[config.mk]
export PLATFORM = sky130hd
export DESIGN_NAME = fwd_hazard_ctrl_flat
export DESIGN_NICKNAME = d
export VERILOG_FILES = /design/src/rtl/fwd_hazard_ctrl_if.sv /design/src/rtl/fwd_hazard_ctrl.sv /design/src/flat_wrapper.sv
export SDC_FILE = /design/constraint.sdc
export NUM_CORES = 1
export LEC_CHECK = 0
export ABC_AREA = 1
export ABC_CLOCK_PERIOD_IN_PS = 5110
export CORE_ASPECT_RATIO = 0.7
export CORE_UTILIZATION = 45
export CTS_BUF_LIST = sky130_fd_sc_hd__clkbuf_2 sky130_fd_sc_hd__clkbuf_4 sky130_fd_sc_hd__clkbuf_8
export CTS_CLUSTER_SIZE = 12
export DETAILED_ROUTE_END_ITERATION = 16
export GPL_TIMING_DRIVEN = 0
export PLACE_DENSITY = 0.71
export SLEW_MARGIN = 20
export SYNTH_ARGS = -nofsm -noshare
export SYNTH_HDL_FRONTEND = slang
export SYNTH_SLANG_ARGS = --single-unit
[constraint.sdc]
create_clock -name clk -period 5.11 [get_ports clk]
set_clock_uncertainty 0.15 [all_clocks]
set_input_delay 0.7665 -clock clk [delete_from_list [all_inputs] [get_ports clk]]
set_output_delay 0.7665 -clock clk [all_outputs]
set_load 0.005 [all_outputs]
[src/rtl/fwd_hazard_ctrl_if.sv]
// ID-side instruction fields, global pipeline controls and the EX forwarding
// results exchanged between the core and the forwarding/hazard controller.
interface fwd_hazard_ctrl_if #(
  parameter int ADDR_W = 5,
  parameter int SEL_W  = 2,
  parameter int CNT_W  = 16
);
  // id_valid qualifies every id_* field in the same cycle. There is no ready:
  // the controller answers with stall, and while stall=1 ID must hold its instruction.
  logic              id_valid;
  logic [ADDR_W-1:0] id_rs;
  logic [ADDR_W-1:0] id_rt;
  logic [ADDR_W-1:0] id_rd;
  logic              id_regwrite;
  logic              id_is_load;
  logic              ext_stall;
  logic              flush;
  logic [SEL_W-1:0]  ex_fwd_a;
  logic [SEL_W-1:0]  ex_fwd_b;
  logic              stall;
  logic [CNT_W-1:0]  stall_count;

  modport master (
    output id_valid, id_rs, id_rt, id_rd, id_regwrite, id_is_load, ext_stall, flush,
    input  ex_fwd_a, ex_fwd_b, stall, stall_count
  );

  modport slave (
    input  id_valid, id_rs, id_rt, id_rd, id_regwrite, id_is_load, ext_stall, flush,
    output ex_fwd_a, ex_fwd_b, stall, stall_count
  );
endinterface

[src/rtl/fwd_hazard_ctrl.sv]
// Forwarding and load-use hazard controller: shadows destination tags of
// in-flight instructions and produces registered EX forward selects.
module fwd_hazard_ctrl #(
  parameter int ADDR_W     = 5,
  parameter int NUM_STAGES = 3,
  parameter int LOAD_READY = 3,
  parameter int CNT_W      = 16,
  parameter int SEL_W      = $clog2(NUM_STAGES + 1)
) (
  input  logic             clk,
  input  logic             rst_n,
  fwd_hazard_ctrl_if.slave bus
);

  typedef struct packed {
    logic              valid;
    logic              regwrite;
    logic              is_load;
    logic [ADDR_W-1:0] rd;
  } entry_t;

  localparam entry_t BUBBLE = '0;

  // pipe_q[k] is the instruction k stages past ID (1=EX, 2=MEM, ...).
  entry_t           pipe_q [1:NUM_STAGES];
  entry_t           id_entry;
  logic [SEL_W-1:0] sel_a;
  logic [SEL_W-1:0] sel_b;
  logic             haz_a;
  logic             haz_b;
  logic             stall_w;
  logic             kill_id;
  logic [SEL_W-1:0] fwd_a_q;
  logic [SEL_W-1:0] fwd_b_q;
  logic [CNT_W-1:0] cnt_q;

  function automatic logic produces(input entry_t e, input logic [ADDR_W-1:0] r);
    return e.valid && e.regwrite && (e.rd != '0) && (e.rd == r);
  endfunction

  assign id_entry = {bus.id_valid, bus.id_regwrite, bus.id_is_load, bus.id_rd};

  // Oldest-to-youngest scan so the youngest match overwrites; the last entry
  // has already written the regfile and is deliberately left out.
  always_comb begin
    sel_a = '0;
    sel_b = '0;
    haz_a = 1'b0;
    haz_b = 1'b0;
    for (int s = NUM_STAGES - 1; s >= 1; s--) begin
      if (produces(pipe_q[s], bus.id_rs)) begin
        sel_a = SEL_W'(s + 1);
        haz_a = pipe_q[s].is_load && ((s + 1) < LOAD_READY);
      end
      if (produces(pipe_q[s], bus.id_rt)) begin
        sel_b = SEL_W'(s + 1);
        haz_b = pipe_q[s].is_load && ((s + 1) < LOAD_READY);
      end
    end
  end

  assign stall_w = bus.id_valid && !bus.flush && !bus.ext_stall && (haz_a || haz_b);
  assign kill_id = bus.flush || stall_w;

  always_ff @(posedge clk or negedge rst_n) begin
    if (!rst_n) begin
      for (int k = 1; k <= NUM_STAGES; k++) pipe_q[k] <= BUBBLE;
      fwd_a_q <= '0;
      fwd_b_q <= '0;
      cnt_q   <= '0;
    end else if (!bus.ext_stall) begin
      pipe_q[1] <= kill_id ? BUBBLE : id_entry;
      for (int k = 2; k <= NUM_STAGES; k++) pipe_q[k] <= pipe_q[k-1];
      fwd_a_q <= kill_id ? '0 : sel_a;
      fwd_b_q <= kill_id ? '0 : sel_b;
      if (stall_w && (cnt_q != '1)) cnt_q <= cnt_q + CNT_W'(1);
    end
  end

  assign bus.ex_fwd_a    = fwd_a_q;
  assign bus.ex_fwd_b    = fwd_b_q;
  assign bus.stall       = stall_w;
  assign bus.stall_count = cnt_q;

endmodule

[src/flat_wrapper.sv]
// flat-port wrapper written by rule: the top's interface ports become plain ports
module fwd_hazard_ctrl_flat 
#(
  parameter int ADDR_W     = 5,
  parameter int NUM_STAGES = 3,
  parameter int LOAD_READY = 3,
  parameter int CNT_W      = 16,
  parameter int SEL_W      = $clog2(NUM_STAGES + 1)
)
  (clk, rst_n, bus_id_valid, bus_id_rs, bus_id_rt, bus_id_rd, bus_id_regwrite, bus_id_is_load, bus_ext_stall, bus_flush, bus_ex_fwd_a, bus_ex_fwd_b, bus_stall, bus_stall_count);
  fwd_hazard_ctrl_if #(.ADDR_W(ADDR_W), .SEL_W(SEL_W), .CNT_W(CNT_W)) bus_i ();
  input  logic clk;
  input  logic rst_n;
  input wire logic [$bits(bus_i.id_valid)-1:0] bus_id_valid;
  input wire logic [$bits(bus_i.id_rs)-1:0] bus_id_rs;
  input wire logic [$bits(bus_i.id_rt)-1:0] bus_id_rt;
  input wire logic [$bits(bus_i.id_rd)-1:0] bus_id_rd;
  input wire logic [$bits(bus_i.id_regwrite)-1:0] bus_id_regwrite;
  input wire logic [$bits(bus_i.id_is_load)-1:0] bus_id_is_load;
  input wire logic [$bits(bus_i.ext_stall)-1:0] bus_ext_stall;
  input wire logic [$bits(bus_i.flush)-1:0] bus_flush;
  output wire logic [$bits(bus_i.ex_fwd_a)-1:0] bus_ex_fwd_a;
  output wire logic [$bits(bus_i.ex_fwd_b)-1:0] bus_ex_fwd_b;
  output wire logic [$bits(bus_i.stall)-1:0] bus_stall;
  output wire logic [$bits(bus_i.stall_count)-1:0] bus_stall_count;
  assign bus_i.id_valid = bus_id_valid;
  assign bus_i.id_rs = bus_id_rs;
  assign bus_i.id_rt = bus_id_rt;
  assign bus_i.id_rd = bus_id_rd;
  assign bus_i.id_regwrite = bus_id_regwrite;
  assign bus_i.id_is_load = bus_id_is_load;
  assign bus_i.ext_stall = bus_ext_stall;
  assign bus_i.flush = bus_flush;
  assign bus_ex_fwd_a = bus_i.ex_fwd_a;
  assign bus_ex_fwd_b = bus_i.ex_fwd_b;
  assign bus_stall = bus_i.stall;
  assign bus_stall_count = bus_i.stall_count;
  fwd_hazard_ctrl #(.ADDR_W(ADDR_W), .NUM_STAGES(NUM_STAGES), .LOAD_READY(LOAD_READY), .CNT_W(CNT_W), .SEL_W(SEL_W)) u_core (.clk(clk), .rst_n(rst_n), .bus(bus_i));
endmodule
After elaboration in Yosys (flattened, before gate mapping)

Index checks and enable logic that the tools add are counted.

Register bits after elaboration: 35
Logic and storage cells: 45
Input port bits: 22

Eq/ne operators: 5
Reductions and logical operators: 19
Bitwise operators: 1
Add/subtract/negate cells: 1
Mux-type cells: 9

Operators with widths:

| operator              | number |
|---|---|
| $eq 5x5->1            | 4 |
| $add 16x1->16 const B | 1 |
| $ne 16x16->1 const B  | 1 |
| $logic_and 1x1->1     | 12 |
| $mux 2                | 6 |
| $reduce_bool 5->1     | 2 |
| $mux 8                | 1 |
| $logic_not 1->1       | 2 |
| $logic_or 1x1->1      | 2 |
| $mux 1                | 2 |
| $reduce_and 2->1      | 1 |
| $not 1->1             | 1 |

Longest topological paths before layout

Gate-level depths: netlist of run 1.

Depth in word-level cells: 8
Gate-level depth with buffers: 12
Depth with buffers taken out: 11

Worst setup path before layout of run 1

No wires, ideal clock.

Path type: in2out
Start: input port bus_id_rt[1]
End: output port bus_stall
Stages: 10
Path slack: 2615 ps
Data arrival time: 1578 ps
Buffers on the path: 1
Path through: inv_1 nand2_1 nand2_1 nand3_1 nor2_1 nand2_1 nand2_1 nand3_1 buf_2 inv_1

Longest elaborated chain between the ends: 5

Ends and longest elaborated chain:

| element           | RTL line              | source |
|---|---|---|
| start, declared   | flat_wrapper.sv:16    | `input wire logic [$bits(bus_i.id_rt)-1:0] bus_id_rt;` |
| $eq 5x5->1        | fwd_hazard_ctrl.sv:38 | `return e.valid && e.regwrite && (e.rd != '0) && (e.rd == r);` |
| $logic_and 1x1->1 | fwd_hazard_ctrl.sv:38 |  |
| $mux 1            | fwd_hazard_ctrl.sv:55 | `if (produces(pipe_q[s], bus.id_rt)) begin` |
| $logic_or 1x1->1  | fwd_hazard_ctrl.sv:62 | `assign stall_w = bus.id_valid && !bus.flush && !bus.ext_stall && (haz_a \|\| haz_b);` |
| $logic_and 1x1->1 | fwd_hazard_ctrl.sv:62 |  |
| end, declared     | flat_wrapper.sv:24    | `output wire logic [$bits(bus_i.stall)-1:0] bus_stall;` |

No other way between the ends.

Final worst setup path of run 1

Start: input port bus_id_rs[4]
End: output port bus_stall

Longest elaborated chain between the ends: 5

Ends and longest elaborated chain:

| element           | RTL line              | source |
|---|---|---|
| start, declared   | flat_wrapper.sv:15    | `input wire logic [$bits(bus_i.id_rs)-1:0] bus_id_rs;` |
| $eq 5x5->1        | fwd_hazard_ctrl.sv:38 |  |
| $logic_and 1x1->1 | fwd_hazard_ctrl.sv:38 |  |
| $mux 1            | fwd_hazard_ctrl.sv:51 | `if (produces(pipe_q[s], bus.id_rs)) begin` |
| $logic_or 1x1->1  | fwd_hazard_ctrl.sv:62 |  |
| $logic_and 1x1->1 | fwd_hazard_ctrl.sv:62 |  |

No other way between the ends.

==> impl_metrics.toml, run 1 <==
[place]
place_ws_ns = 1.44
gpl.final_weighted_congestion = 0.928
hpwlAfterDp_um = 4170
place.port_buffers = 41

[job]
max_cap_viol_count = 0

[timing]
setup_violations = 0
worst_slack_ns = 1.39
relSlewSlack_pct = 64.1
hold_violations = 0
rsz0062_at_grt = "false"
tightest_slew_ns = 0.538
share_of_the_clock_period_used_by_the_worst_path_after_layout_pct = 72.8
final_max_slew_viol_count = 0
holdWs_ns = 0.221
final_min_period_ns = 3.72
f_max_mhz = 269
fin_setup_tns_ns = 0

[route]
remaining_drc_errors = 0
drt-vias-per-instance = 4.95
number_of_design_rule_violations_left_by_the_first_detailed_router_iteration = 245
totalWireLength_um = 5530
first_pass_iteration_count_of_the_detailed_router = 4
routedWlPerCell_um = 12.5
ant_nets = 0
via_count = 2198

[final_layout]
nets = 398
post_route_cells_drive_above_1_share_pct = 6.13
layout.cells.most_common_list = "120 x nand2_1, 41 x inv_1, 40 x clkdlybuf4s50_1"
post-route-util_pct = 60.0
layout.filler_cells = 452
layout_commonest_cell = "nand2_1"
antenna_cells = 0
layout_area_growth_over_synthesis_pct = 27.5

[floorplanning]
floorplan.initialDensity_pct = 47.1
placement_rows = 21
floorplan.die_area_um2 = 5290
design.portCount = 43
die_h_um = 61.2
die_w_um = 86.5
core-area_um2 = 4780

[clock_tree]
cts_max_path_buffers = 2
cts.hold.buffers_added = 0
cts.repair.resized = 0
cts_tree = "yes"
clk_root_buffer_cell = "clkbuf_8"
clk_lat_worst_skew_ns = 0.29
path_clk_slew_ns = 0.07
number_of_buffers_inserted_during_clock_tree_synthesis = 5
h_tree_levels = 2
post-cts-setup-buffers = 0
clkSinkCount = 35

[global_routing]
antenna_found_initial = 0
grt_first_pass_wirelength_um = 9270
first_global_vias = 1922
grt_start_max_net_pins = 24
grt_overflow_total = 0
global_route.usage.total_pct = 23.1

[power_and_ir_drop]
irDropWorstVdd_mv = 0.135
powerDensity_nw_per_um2 = 219
power.leakage_nw = 1.50
finalPower_w = 0.000628

[critical_path]
endpoint_kind = "primary output"
ff2ff_setup_slack_ns = 3.10
cp_data_arrival_time_ns = 2.80
worst-r2r-cell-count = 9
startpoint = "bus_id_rs[4]"
crit_path_end = "bus_stall"
worst-path-max-fanout = 10
crit-reg2reg-capture = "u_core.bus.stall_count[4]$_DFFE_PN0P_"
cp.required_ns = 4.19
timing.critical_path.from_type = "input pin"
regToRegStartpoint = "u_core.bus.stall_count[0]$_DFFE_PN0P_"
worstSetupPathType = "in2out"

[synth]
count_of_mapped_cells_out_of_synthesis = 326
postSynthAreaPerCell_um2 = 6.90
mappedNetlistNets = 349
yosys.cell_types.count = 22
synthesis.area_um2 = 2250
yosysSeqAreaShare_pct = 38.9
number_of_warnings_issued_by_yosys = 0
synth.ff_latch_count = 35

[run_status]
outcome = "finished clean"

[worst_hold_path]
hp-class = "in2async"
## cells in the mapped netlist, drive strengths merged
cell,count,share of area [%]
clkbuf,5,0.83
o21ai,8,1.8
nor2,31,5.5
nor3,3,0.67
xnor2,6,2.3
buf,5,1.4
nand3b,2,1.2
nand4,19,5.3
inv,44,7.3
dfrtp,35,39
nand3,28,7.2
a21oi,2,0.44
nand2,121,20
xor2,16,6.2
ha,1,0.56
## how the worst min path moves through the flow
stage / endpoint / startpoint / depth (start not counted)
after floorplan: u_core.pipe_q[14]$_DFFE_PN0N_ / u_core.pipe_q[14]$_DFFE_PN0N_ / 2
after global placement: u_core.bus.ex_fwd_b[0]$_DFFE_PN0N_ / u_core.bus.ex_fwd_b[0]$_DFFE_PN0N_ / 2
after detailed placement: u_core.bus.ex_fwd_b[1]$_DFFE_PN0N_ / u_core.bus.ex_fwd_b[1]$_DFFE_PN0N_ / 2
after CTS: u_core.bus.stall_count[5]$_DFFE_PN0P_ / rst_n / 1
after global routing: u_core.bus.stall_count[5]$_DFFE_PN0P_ / rst_n / 1
final: u_core.bus.stall_count[5]$_DFFE_PN0P_ / rst_n / 1
## final cells by class
| class | count | area [um^2] | area share, % |
|---|---|---|---|
| flip-flops and latches | 35 | 876 | 30.5 |
| plain buffers | 10 | 50.0 | 1.74 |
| multi-input cells | 237 | 1160 | 40.4 |
| clock buffers | 5 | 68.8 | 2.40 |
| repair buffers | 42 | 425 | 14.8 |
| clock inverters | 2 | 37.5 | 1.31 |
| inverters | 44 | 165 | 5.76 |
| well taps | 69 | 86.3 | 3.01 |
## where the power goes
part           leakage, nW  total [W]  switching (W)  internal [W]
clock network       0.0502   0.000246       0.000104      0.000143
logic                0.975  0.0000810      0.0000454     0.0000356
registers            0.476   0.000300      0.0000133      0.000287
## layer usage
metal  part of all wire [%]  vias to the layer above  GRT usage, %
li1                       -                     1111             -
met1                     52                     1011          36.3
met2                     40                       69          32.1
met3                    7.0                        7          4.56
met4                   0.94                        0          5.71
met5                      0                        -             0
## registers in the layout, indices dropped and copies added, names as in the netlist
signal                  count
u_core.pipe_q              15
u_core.bus.stall_count     16
u_core.bus.ex_fwd_b         2
u_core.bus.ex_fwd_a         2
## kinds of logic after synthesis
logic type,count (synthesis),share of synthesized area [%]
flops,35,38.9
buf+inv,54,9.56
compound gates,10,2.22
simple gates,204,40.2
xor+xnor,22,8.56
fa+ha+maj,1,0.556
## stage by stage
step           area, um^2  std cells
6_report             2870        444
5_1_grt              2870        444
4_1_cts              2870        444
3_5_place_dp         2760        437
3_3_place_gp         2750        436
2_1_floorplan        2250        326
## critical path: stages
cell and delay (ns):
clkdlybuf4s50_1 0.54, inv_1 0.07, nand2_1 0.06, nand2_1 0.07, inv_1 0.05, nand2_1 0.04, nor2_1 0.09, nand3_1 0.15
nand2_1 0.11, nand3_1 0.10, buf_2 0.20, inv_1 0.06, clkdlybuf4s50_1 0.49
(Power assumes the default switching activity.)
==> run 2, diff against run 1 <==
- ABC_CLOCK_PERIOD_IN_PS: 5110 -> 3300
- PLACE_DENSITY: 0.71 -> 0.73
- clock period: 5.11 -> 3.3 ns (I/O delays scaled with it)
==> run 2 against run 1 <==
Critical path depth stayed put. Worst setup slack worse by 1.3 ns. Sequential share of layout area is 0.29 points lower. Cell count is 0.23% higher. Total power is 55% higher. Largest cell class unchanged. First-iteration DRC count is 27% lower. Non-clock buffer count is 1 higher. Critical endpoint unchanged. Routed wire length hardly changed.
==> impl_metrics.toml, run 2 (synthesis gave the netlist of run 1 again) <==
[place]
place.port_buffers = 41
hpwlAfterDp_um = 4130
place_ws_ns = 0.161
gpl.final_weighted_congestion = 0.913

[critical_path]
worst_path_most_repeated_cell = "nand2_1"
cp_data_arrival_time_ns = 2.55
worst-path-max-fanout = 10
cp.required_ns = 2.65
crit_path_cell_trace = "clkdlybuf4s50_1 -> inv_1 -> nand2_1 -> nand2_1 -> inv_1 -> nand2_1 -> nor2_1 -> nand3_2 -> nand2_1 -> nand3_1 -> clkbuf_4 -> inv_1 -> clkdlybuf4s50_1"
critPathTopFamily = "buffers and inverters"
endpoint_kind = "primary output"
cp_num_buf_inv = 6
slowest_stage = "clkdlybuf4s50_1"
worstSetupPathType = "in2out"
timing.critical_path.from_type = "input pin"
max_stage_delay_ns = 0.51

[floorplanning]
floorplan.initialDensity_pct = 47.1
floorplan.die_area_um2 = 5290
core-area_um2 = 4780
die_h_um = 61.2
die_w_um = 86.5
design.portCount = 43
placement_rows = 21

[power_and_ir_drop]
irDropWorstVdd_mv = 0.166
p_sw_w = 0.000248
p_int_w = 0.000722
p_sw_share_pct = 25.5
p_comb_share_pct = 13.2
pwr-share-seq_pct = 47.9
clockPowerShare_pct = 38.9
finalPower_w = 0.000970
powerDensity_nw_per_um2 = 335
power.leakage_nw = 1.52

[global_routing]
grt_overflow_total = 0
grt_first_pass_wirelength_um = 9150
first_global_vias = 1980
grt_start_max_net_pins = 24
antenna_found_initial = 0
global_route.usage.total_pct = 22.8

[final_layout]
largest_register_ffs = 16
layout.cells.most_common_list = "120 x nand2_1, 41 x inv_1, 39 x clkdlybuf4s50_1"
nets = 399
layout.filler_cells = 471
layout_commonest_cell = "nand2_1"
antenna_cells = 0
post_route_cells_drive_above_1_share_pct = 6.38
layout_area_growth_over_synthesis_pct = 28.7

[clock_tree]
h_tree_levels = 2
clkSinkCount = 35
clk_lat_worst_skew_ns = 0.28
post-cts-setup-buffers = 0
cts_tree = "yes"
clk_root_buffer_cell = "clkbuf_8"
path_clk_slew_ns = 0.07
number_of_buffers_inserted_during_clock_tree_synthesis = 5
cts_max_path_buffers = 2

[timing]
final_min_period_ns = 3.20
worst_slack_ns = 0.102
tightest_slew_ns = 0.501
f_max_mhz = 313
share_of_the_clock_period_used_by_the_worst_path_after_layout_pct = 96.9
setup_violations = 0
hold_violations = 0
relSlewSlack_pct = 66.6
final_max_slew_viol_count = 0

[route]
ant_nets = 0
via_count = 2187
totalWireLength_um = 5530
remaining_drc_errors = 0
drt-vias-per-instance = 4.91
number_of_design_rule_violations_left_by_the_first_detailed_router_iteration = 180
first_pass_iteration_count_of_the_detailed_router = 4
routedWlPerCell_um = 12.4

[worst_hold_path]
hp-class = "reg2reg"

[job]
max_cap_viol_count = 0

[run_status]
outcome = "finished clean"
-- run 2: cell types whose count changed in the layout (fill, tap and decap cells not counted) --
cell / delta
buf_12: -1
buf_16: +1
buf_2: -1
clkbuf_4: +1
clkdlybuf4s50_1: -1
dlygate4sd3_1: +1
dlymetal6s2s_1: +1
nand3_1: -1
nand3_2: +1
-- run 2: path summary, 6_finish.rpt --
kind / start / end / slack (ns) / depth (start not counted)
max: bus_id_rs[1] / bus_stall / 0.10 / 13
min: u_core.bus.ex_fwd_b[0]$_DFFE_PN0N_ / u_core.bus.ex_fwd_b[0]$_DFFE_PN0N_ / 0.34 / 2
max reg2reg: u_core.bus.stall_count[0]$_DFFE_PN0P_ / u_core.bus.stall_count[13]$_DFFE_PN0P_ / 1.29 / 8
min reg2reg: u_core.bus.ex_fwd_b[0]$_DFFE_PN0N_ / u_core.bus.ex_fwd_b[0]$_DFFE_PN0N_ / 0.34 / 2
max in group asynchronous: rst_n / u_core.pipe_q[11]$_DFFE_PN0N_ / 2.09 / 3
min in group asynchronous: rst_n / u_core.bus.stall_count[8]$_DFFE_PN0P_ / 0.49 / 2
-- run 2: what timing repair did --
item / 4_1_cts / 5_1_grt
gates resized for setup: 0 / 3
hold endpoints to repair: 12 / 0
setup endpoints to repair: 0 / 1
hold buffers: 1 / 0
-- run 2: per-layer routing --
metal	share of wire (%)	routed length (um)	track usage [%]
met3	5.2	289	4.29
met1	51	2800	33.8
met4	0.69	38	4.29
met2	44	2410	35.1
met5	0	0	0
-- run 2: power by group through the flow --
stage / Sequential (W) / Clock, W / Combinational (W)
3_3_place_gp: 0.000472 / 0 / 0.000120
4_1_cts: 0.000464 / 0.000387 / 0.000129
2_1_floorplan: 0.000467 / 0 / 0.0000701
3_5_place_dp: 0.000472 / 0 / 0.000126
5_1_grt: 0.000467 / 0.000405 / 0.000147
6_report: 0.000464 / 0.000377 / 0.000128
-- run 2: area by class of cell --
| cell class | instances | area (um^2) | area share [%] |
|---|---|---|---|
| well taps | 69 | 86.3 | 2.98 |
| clock buffers | 5 | 68.8 | 2.38 |
| plain buffers | 10 | 52.6 | 1.81 |
| flip-flops and latches | 35 | 876 | 30.2 |
| inverters | 44 | 165 | 5.70 |
| repair buffers | 43 | 445 | 15.4 |
| multi-input cells | 237 | 1160 | 40.2 |
| clock inverters | 2 | 37.5 | 1.30 |
-- run 2: worst min-delay path, cell delays in order (launching register included) --
cell	delay, ns
dfrtp_1	0.34
nand2_1	0.05
nand2_1	0.06
-- run 2: through the flow --
| stage | setup TNS, ns | util [%] | hold slack (ns) | cell area (um^2) | instances |
|---|---|---|---|---|---|
| floorplan | 0 | - | 0.0494 | 2250 | 326 |
| global placement | 0 | 57.5 | 0.320 | 2750 | 436 |
| detailed placement | 0 | 57.9 | 0.275 | 2770 | 437 |
| CTS | 0 | 60.4 | 0.339 | 2890 | 445 |
| global route | -0.00505 | 60.6 | 0.374 | 2900 | 445 |
| finish | 0 | 60.6 | 0.338 | 2900 | 445 |
